### src/rtl/bonus_pickup_arbiter.sv
// bonus_pickup_arbiter: merges player/bonus sprite layers and detects a
// once-per-frame bonus-car pickup, then hides the bonus car for a cooldown.
module bonus_pickup_arbiter #(
    parameter logic [7:0]  MASK_VALUE      = 8'h62,
    parameter int unsigned MIN_OVERLAP     = 4,
    parameter int unsigned COOLDOWN_FRAMES = 60,
    parameter int unsigned BONUS_POINTS    = 100
) (
    input  logic       clk,
    input  logic       reset,
    input  logic       frame_start,
    input  logic       game_restart,
    input  logic [7:0] player_color,
    input  logic [7:0] bonus_color,
    output logic [7:0] output_color,
    output logic       bonus_hide,
    output logic       bonus_hit,
    output logic [9:0] score_add,
    output logic [7:0] hit_count
);

    localparam logic [7:0] MIN_OVL = 8'(MIN_OVERLAP);
    localparam logic [9:0] CD_INIT = 10'(COOLDOWN_FRAMES);
    localparam logic [9:0] POINTS  = 10'(BONUS_POINTS);

    typedef enum logic {ARMED, HIDDEN} state_t;

    state_t     state;
    state_t     state_next;
    logic [7:0] overlap_cnt;
    logic [9:0] cooldown_cnt;
    logic       clear;
    logic       player_opaque;
    logic       bonus_opaque;
    logic       pickup;
    logic       release_hide;

    assign clear         = reset | game_restart;
    assign player_opaque = (player_color != MASK_VALUE);
    assign bonus_opaque  = (bonus_color != MASK_VALUE);

    always_ff @(posedge clk) begin
        if (clear) state <= ARMED;
        else       state <= state_next;
    end

    always_comb begin
        state_next = state;
        case (state)
            ARMED:   if (frame_start && overlap_cnt >= MIN_OVL) state_next = HIDDEN;
            HIDDEN:  if (frame_start && cooldown_cnt <= 10'd1) state_next = ARMED;
            default: state_next = ARMED;
        endcase
    end

    always_comb begin
        pickup       = 1'b0;
        release_hide = 1'b0;
        case (state)
            ARMED:   pickup = frame_start && (overlap_cnt >= MIN_OVL);
            HIDDEN:  release_hide = frame_start && (cooldown_cnt <= 10'd1);
            default: ;
        endcase
    end

    always_ff @(posedge clk) begin
        if (clear) begin
            overlap_cnt  <= '0;
            cooldown_cnt <= '0;
            output_color <= MASK_VALUE;
            bonus_hide   <= 1'b0;
            bonus_hit    <= 1'b0;
            score_add    <= '0;
            hit_count    <= '0;
        end else begin
            bonus_hit <= pickup;
            score_add <= pickup ? POINTS : 10'd0;

            if (player_opaque)                   output_color <= player_color;
            else if (bonus_opaque && !bonus_hide) output_color <= bonus_color;
            else                                 output_color <= MASK_VALUE;

            // frame_start pixel is dropped; count restarts each frame
            if (frame_start)
                overlap_cnt <= '0;
            else if (state == ARMED && player_opaque && bonus_opaque
                     && overlap_cnt != 8'hFF)
                overlap_cnt <= overlap_cnt + 8'd1;

            if (pickup) begin
                cooldown_cnt <= CD_INIT;
                bonus_hide   <= 1'b1;
                if (hit_count != 8'hFF) hit_count <= hit_count + 8'd1;
            end else if (release_hide) begin
                bonus_hide <= 1'b0;
            end else if (state == HIDDEN && frame_start) begin
                cooldown_cnt <= cooldown_cnt - 10'd1;
            end
        end
    end

endmodule

### config.mk
export PLATFORM = sky130hd
export DESIGN_NAME = bonus_pickup_arbiter
export DESIGN_NICKNAME = d
export VERILOG_FILES = /design/src/rtl/bonus_pickup_arbiter.sv
export SDC_FILE = /design/constraint.sdc
export NUM_CORES = 1
export LEC_CHECK = 0
export ABC_CLOCK_PERIOD_IN_PS = 3300
export CORE_ASPECT_RATIO = 1.4
export CORE_MARGIN = 5
export CORE_UTILIZATION = 52
export DETAILED_ROUTE_END_ITERATION = 16
export HOLD_SLACK_MARGIN = 0.06
export PLACE_DENSITY = 0.84
export SLEW_MARGIN = 25
export SYNTH_ARGS = -nofsm -noshare
export SYNTH_HDL_FRONTEND = slang
export SYNTH_SLANG_ARGS = --single-unit
export TNS_END_PERCENT = 30
### constraint.sdc
create_clock -name clk -period 3.3 [get_ports clk]
set_input_delay 0.825 -clock clk [delete_from_list [all_inputs] [get_ports clk]]
set_output_delay 0.825 -clock clk [all_outputs]
set_load 0.01 [all_outputs]
==> results.json, run 1 <==
{
  "outcome": "completed",
  "finalSetupViolCount": 0,
  "slew_headroom_pct": 53.4,
  "critical_path_class": "primary input to register",
  "cts_hold_buffers": 0,
  "routed-wl-met2_um": 1950,
  "vias_per_cell": 5.42,
  "wl_um": 3630,
  "p_int_w": 0.000630,
  "hold_depth": 1,
  "startpoint": "player_color[6]",
  "synthFlopType": "dfxtp_1",
  "fp.dieH_um": 81.0,
  "worstMarginPinSlew_ns": 0.699,
  "rsz0062_at_grt": "false",
  "endpoint_kind": "register",
  "crit-reg2reg-launch": "overlap_cnt[2]",
  "crit_arrival_ns": 2.56,
  "cts_tree": "built",
  "first_global_vias": 1394,
  "die_area_mm2": 0.00492,
  "multi_input_area_mm2": 0.00100,
  "fin_ws_ns": 0.898,
  "cts_buffers": 5,
  "r2r-end": "cooldown_cnt[1]",
  "combPwrFrac_pct": 7.5,
  "die_w_um": 60.7,
  "start_util_pct": 54.5,
  "grt_max_degree": 21,
  "clockBufferDepth": 2,
  "cts_resized": 0,
  "clk_latency_ns": 0.28,
  "cp_slowest_stage_delay_ns": 0.47,
  "port_buffers": 40,
  "fin_area_mm2": 0.00230,
  "cp_slowest_cell": "clkdlybuf4s50_1",
  "max_freq_mhz": 416,
  "cts.clk_slew.worst_paths_ns": 0.07,
  "power.switching_w": 0.000180,
  "pwr_density_cell_mw_per_mm2": 352,
  "irDropWorstVdd_v": 0.000290,
  "synth_cell_types": 46,
  "cp_cell_sequence": "clkdlybuf4s50_1 > nor4bb_1 > nand2_1 > or3_1 > o21ai_0 > nand2_1",
  "required_ns": 3.46,
  "synthArstFlopShare_pct": 0,
  "coreArea_mm2": 0.00344,
  "routabilityCongestion": 0.799,
  "drt-met1-wl_um": 1500,
  "grtUsageTotal_pct": 15.9,
  "r2r_setup_slack_ns": 1.32,
  "grt_first_pass_wirelength_um": 6020,
  "syn_area_mm2": 0.00187,
  "dr_wl_met3_um": 174,
  "crit_path_frequent_cell": "nand2_1",
  "pwr-share-seq_pct": 55.8,
  "maxCapViolCount": 0,
  "syn_to_final_growth_pct": 22.9,
  "n_antenna_cell": 0,
  "pwr-share-clk_pct": 36.7,
  "drt-initial-drc-count": 34,
  "drv_slew": 0,
  "rows": 25,
  "clockRootBuffer": "clkbuf_8",
  "post_cts_buffers": 0,
  "final_hold_viol_count": 0,
  "ant_nets": 0,
  "h-tree-depth": 2,
  "route.detailed.drc": 0,
  "fill_cells": 307,
  "path_max_fanout": 4,
  "synth_edf_count": 0,
  "ys_warn_count": 0,
  "dr.max_layer_used": "met4",
  "routedWlPerCell_um": 12.6,
  "min_path_type": "register to register",
  "drive_gt1_share_pct": 7.26,
  "skew_ns": 0.00559,
  "seqCellArea_um2": 741,
  "drt_pre_antenna_iters": 4,
  "synthCells": 210,
  "antenna_found_initial": 0,
  "ys_ff_latch": 37,
  "nNetsFinal": 272,
  "fin_crit_sh_pct": 72.8,
  "setup_tns_ns": 0,
  "pre_cts_slack_ns": 0.640,
  "leakage_nw": 0.751,
  "grt_overflow_total": 0,
  "hpwl_um": 2840,
  "seq_area_frac_synth_pct": 39.5,
  "pin_count": 48,
  "vias": 1561,
  "start_kind": "primary input",
  "cts_num_sinks": 37,
  "swShare_pct": 22.2,
  "crit_path_end": "output_color[5]",
  "fin_crit_ns": 2.40,
  "placed_area_mm2": 0.00222,
  "ff2ff_path_depth": 4,
  "syn_area_per_cell_um2": 8.93
}
[worst min-delay path by stage]
stage / start / end / slack (ns)
final: overlap_cnt[6] / overlap_cnt[6] / 0.47
after global routing: overlap_cnt[6] / overlap_cnt[6] / 0.50
after CTS: overlap_cnt[6] / overlap_cnt[6] / 0.48
after detailed placement: overlap_cnt[6] / overlap_cnt[6] / 0.46
after global placement: overlap_cnt[6] / overlap_cnt[6] / 0.46
after floorplan: overlap_cnt[6] / overlap_cnt[6] / 0.43
[flip-flops by register name, indices dropped and copies added, names as in the netlist]
register      flops
bonus_hide        1
hit_count         8
overlap_cnt       8
score_add         1
output_color      8
state             1
cooldown_cnt     10
[power groups by stage]
stage	clock network (W)	registers (W)	logic [W]
2_1_floorplan	0	0.000465	0.0000283
6_report	0.000297	0.000452	0.0000604
4_1_cts	0.000308	0.000452	0.0000606
3_3_place_gp	0	0.000462	0.0000600
5_1_grt	0.000329	0.000453	0.0000659
3_5_place_dp	0	0.000463	0.0000604
[cell families (layout without fill, tap and decap cells)]
family | Yosys count | in the layout | share of synthesized area (%)
mux | 1 | 1 | 0.534
buf+inv | 23 | 55 | 8.14
xor+xnor | 16 | 16 | 7.48
other cells | 1 | 7 | 0.200
fa+ha+maj | 5 | 5 | 3.34
compound gates | 33 | 33 | 11.1
simple gates | 94 | 94 | 29.7
flops | 37 | 37 | 39.5
[layout by cell type, fill, tap and decap left out, types with 4 or more instances in the layout]
master           count
inv_1                7
xor2_1               4
nor3_1               7
nor4_1               4
nor2_1              26
a21oi_1             15
clkbuf_8             5
nand2_1             20
ha_1                 5
dfxtp_1             37
xnor2_1             12
conb_1               7
o21ai_0              4
nand3_1              6
clkdlybuf4s50_1     40
[layer usage]
layer / track usage, % / vias up
li1: - / 803
met2: 27.9 / 27
met5: 0 / -
met1: 17.4 / 729
met3: 4.45 / 2
met4: 6.51 / 0
[cell type report]
class / count / share of cell area (%)
inverter: 7 / 1.14
clock buffer: 6 / 3.15
sequential: 37 / 32.2
tap: 40 / 2.17
multi-input combinational: 156 / 43.6
clock inverter: 2 / 0.435
timing repair buffer: 40 / 17.4
[worst max-delay path, delay by kind of cell]
family / cells / cell delay [ns]
compound gates: 1 / 0.19
simple gates: 4 / 1.06
buf+inv: 1 / 0.47
[cell usage after synthesis, types with 4 or more instances]
cell type | instances | share of area (%)
nand2_1 | 20 | 4.0
nand3_1 | 6 | 1.6
xor2_1 | 4 | 1.9
nor3_1 | 7 | 1.9
nor4_1 | 4 | 1.3
nor2_1 | 26 | 5.2
ha_1 | 5 | 3.3
a21oi_1 | 15 | 4.0
o21ai_0 | 4 | 1.1
xnor2_1 | 12 | 5.6
buf_4 | 10 | 4.0
dfxtp_1 | 37 | 40
inv_1 | 7 | 1.4
[per-stage QoR]
| step | utilization (%) | hold WS [ns] | total power [W] | std cells |
|---|---|---|---|---|
| finish | 66.9 | 0.475 | 0.000810 | 288 |
| global route | 66.9 | 0.502 | 0.000847 | 288 |
| CTS | 66.9 | 0.476 | 0.000821 | 288 |
| detailed placement | 64.5 | 0.460 | 0.000523 | 280 |
| global placement | 64.5 | 0.459 | 0.000522 | 280 |
| floorplan | - | 0.426 | 0.000493 | 216 |
Power figures use the tool's default switching activity.
==> run 2, diff against run 1 <==
--- a/config.mk
+++ b/config.mk
@@ -5,13 +5,13 @@
 export SDC_FILE = /design/constraint.sdc
 export NUM_CORES = 1
 export LEC_CHECK = 0
-export ABC_CLOCK_PERIOD_IN_PS = 3300
+export ABC_CLOCK_PERIOD_IN_PS = 2140
 export CORE_ASPECT_RATIO = 1.4
 export CORE_MARGIN = 5
-export CORE_UTILIZATION = 52
+export CORE_UTILIZATION = 44
 export DETAILED_ROUTE_END_ITERATION = 16
 export HOLD_SLACK_MARGIN = 0.06
-export PLACE_DENSITY = 0.84
+export PLACE_DENSITY = 0.76
 export SLEW_MARGIN = 25
 export SYNTH_ARGS = -nofsm -noshare
 export SYNTH_HDL_FRONTEND = slang
==> constraint.sdc (replaced) <==
create_clock -name clk -period 2.14 [get_ports clk]
set_input_delay 0.535 -clock clk [delete_from_list [all_inputs] [get_ports clk]]
set_output_delay 0.535 -clock clk [all_outputs]
set_load 0.01 [all_outputs]
==> results.json, run 2 (synthesis results as in run 1) <==
{
  "route.detailed.drc": 0,
  "hpwl_um": 3000,
  "dp_cells": 299,
  "start_util_pct": 45.0,
  "cts_resized": 0,
  "port_buffers": 40,
  "pwr_density_cell_mw_per_mm2": 526,
  "top_register": "cooldown_cnt",
  "max_freq_mhz": 506,
  "vias": 1639,
  "first_global_vias": 1546,
  "vias_per_cell": 5.34,
  "clockBufferDepth": 2,
  "clockRootBuffer": "clkbuf_8",
  "required_ns": 2.34,
  "critical_path_class": "primary input to register",
  "hold_slack_ns": 0.462,
  "routedWlPerCell_um": 12.6,
  "final_hold_viol_count": 0,
  "start_kind": "primary input",
  "cts_num_sinks": 37,
  "endpoint_kind": "register",
  "grt_overflow_total": 0,
  "antenna_found_initial": 0,
  "irDropWorstVdd_v": 0.000267,
  "rows": 28,
  "n_antenna_cell": 0,
  "outcome": "completed",
  "cts_tree": "built",
  "die_w_um": 65.2,
  "setup_tns_ns": 0,
  "mostFrequentLayoutCells": "clkdlybuf4s50_1, dfxtp_1, nor2_1, nand2_1, a21oi_1",
  "crit_path_frequent_cell": "nand2_1",
  "die_area_mm2": 0.00568,
  "routabilityCongestion": 0.858,
  "leakage_nw": 0.814,
  "grt_max_degree": 21,
  "grt_first_pass_wirelength_um": 6610,
  "cts_hold_buffers": 0,
  "cp_slowest_stage_delay_ns": 0.45,
  "wl_um": 3860,
  "rsz0062_at_grt": "false",
  "nNetsFinal": 286,
  "drt_pre_antenna_iters": 4,
  "finalNonFillerCells": 307,
  "cts_buffers": 5,
  "drt-initial-drc-count": 62,
  "skew_ns": 0.00547,
  "path_max_fanout": 9,
  "fin_crit_sh_pct": 92.3,
  "fp.dieH_um": 87.2,
  "clk_latency_ns": 0.29,
  "post_cts_buffers": 0,
  "fin_crit_ns": 1.98,
  "maxCapViolCount": 0,
  "ant_nets": 0,
  "crit_arrival_ns": 2.17,
  "grtUsageTotal_pct": 14.7,
  "critPathTopFamily": "simple AND/OR/NAND/NOR gates",
  "h-tree-depth": 2,
  "drive_gt1_share_pct": 12.6,
  "cp_slowest_cell": "nor4b_1",
  "finalSetupViolCount": 0,
  "coreArea_mm2": 0.00417,
  "crit_buf_inv": 1,
  "cp_cell_sequence": "clkdlybuf4s50_1 > nor4b_1 > nand2_1 > nand2_1 > nor4_1 > a211oi_1",
  "layout_commonest_cell": "clkdlybuf4s50_1",
  "largest_reg_flops": 10,
  "drv_slew": 0,
  "utilization_pct": 58.0,
  "pin_count": 48,
  "cts.clk_slew.worst_paths_ns": 0.07,
  "total_power_w": 0.00127,
  "min_path_type": "register to register",
  "syn_to_final_growth_pct": 29.0
}
## run 2: cell types whose count changed in the layout (fill, tap and decap cells not counted), sizes merged
cell / previous run / this run
buf: 0 / 14
clkinvlp: 0 / 1
clkbuf: 6 / 5
## run 2: metal layers
metal / part of all wire (%) / wire [µm] / vias up / GRT usage (%)
met4: 1.9 / 72 / 0 / 8.11
met1: 41 / 1570 / 765 / 15.8
li1: - / - / 833 / -
met3: 5.6 / 215 / 4 / 3.88
met2: 52 / 2000 / 37 / 25.8
met5: 0 / 0 / - / 0
## run 2: metrics by stage
| step | instance area (µm²) | setup WS, ns |
|---|---|---|
| 2_1_floorplan | 1900 | 0.367 |
| 3_3_place_gp | 2330 | -0.0791 |
| 3_5_place_dp | 2330 | -0.126 |
| 4_1_cts | 2420 | 0.178 |
| 5_1_grt | 2420 | 0.0117 |
| 6_report | 2420 | 0.164 |
## run 2: area by class of cell
type / count / area, µm²
clock buffer: 5 / 68.8
clock inverter: 3 / 17.5
fill: 391 / 1750
inverter: 7 / 26.3
multi-input combinational: 156 / 1000
sequential: 37 / 741
tap: 45 / 56.3
timing repair buffer: 54 / 505
## run 2: power by group
part / leakage [nW] / internal [W] / switching (W)
sequential: 0.299 / 0.000695 / 0.00000232
combinational: 0.471 / 0.0000571 / 0.0000433
clock: 0.0439 / 0.000225 / 0.000251
## run 2: final timing paths
check / startpoint / end / slack, ns / cells past startpoint
worst min register to register: overlap_cnt[6] / overlap_cnt[6] / 0.46 / 1
worst max register to register: cooldown_cnt[0] / cooldown_cnt[5] / 0.23 / 7
worst min-delay path: overlap_cnt[6] / overlap_cnt[6] / 0.46 / 1
worst max-delay path: bonus_color[0] / overlap_cnt[6] / 0.16 / 6
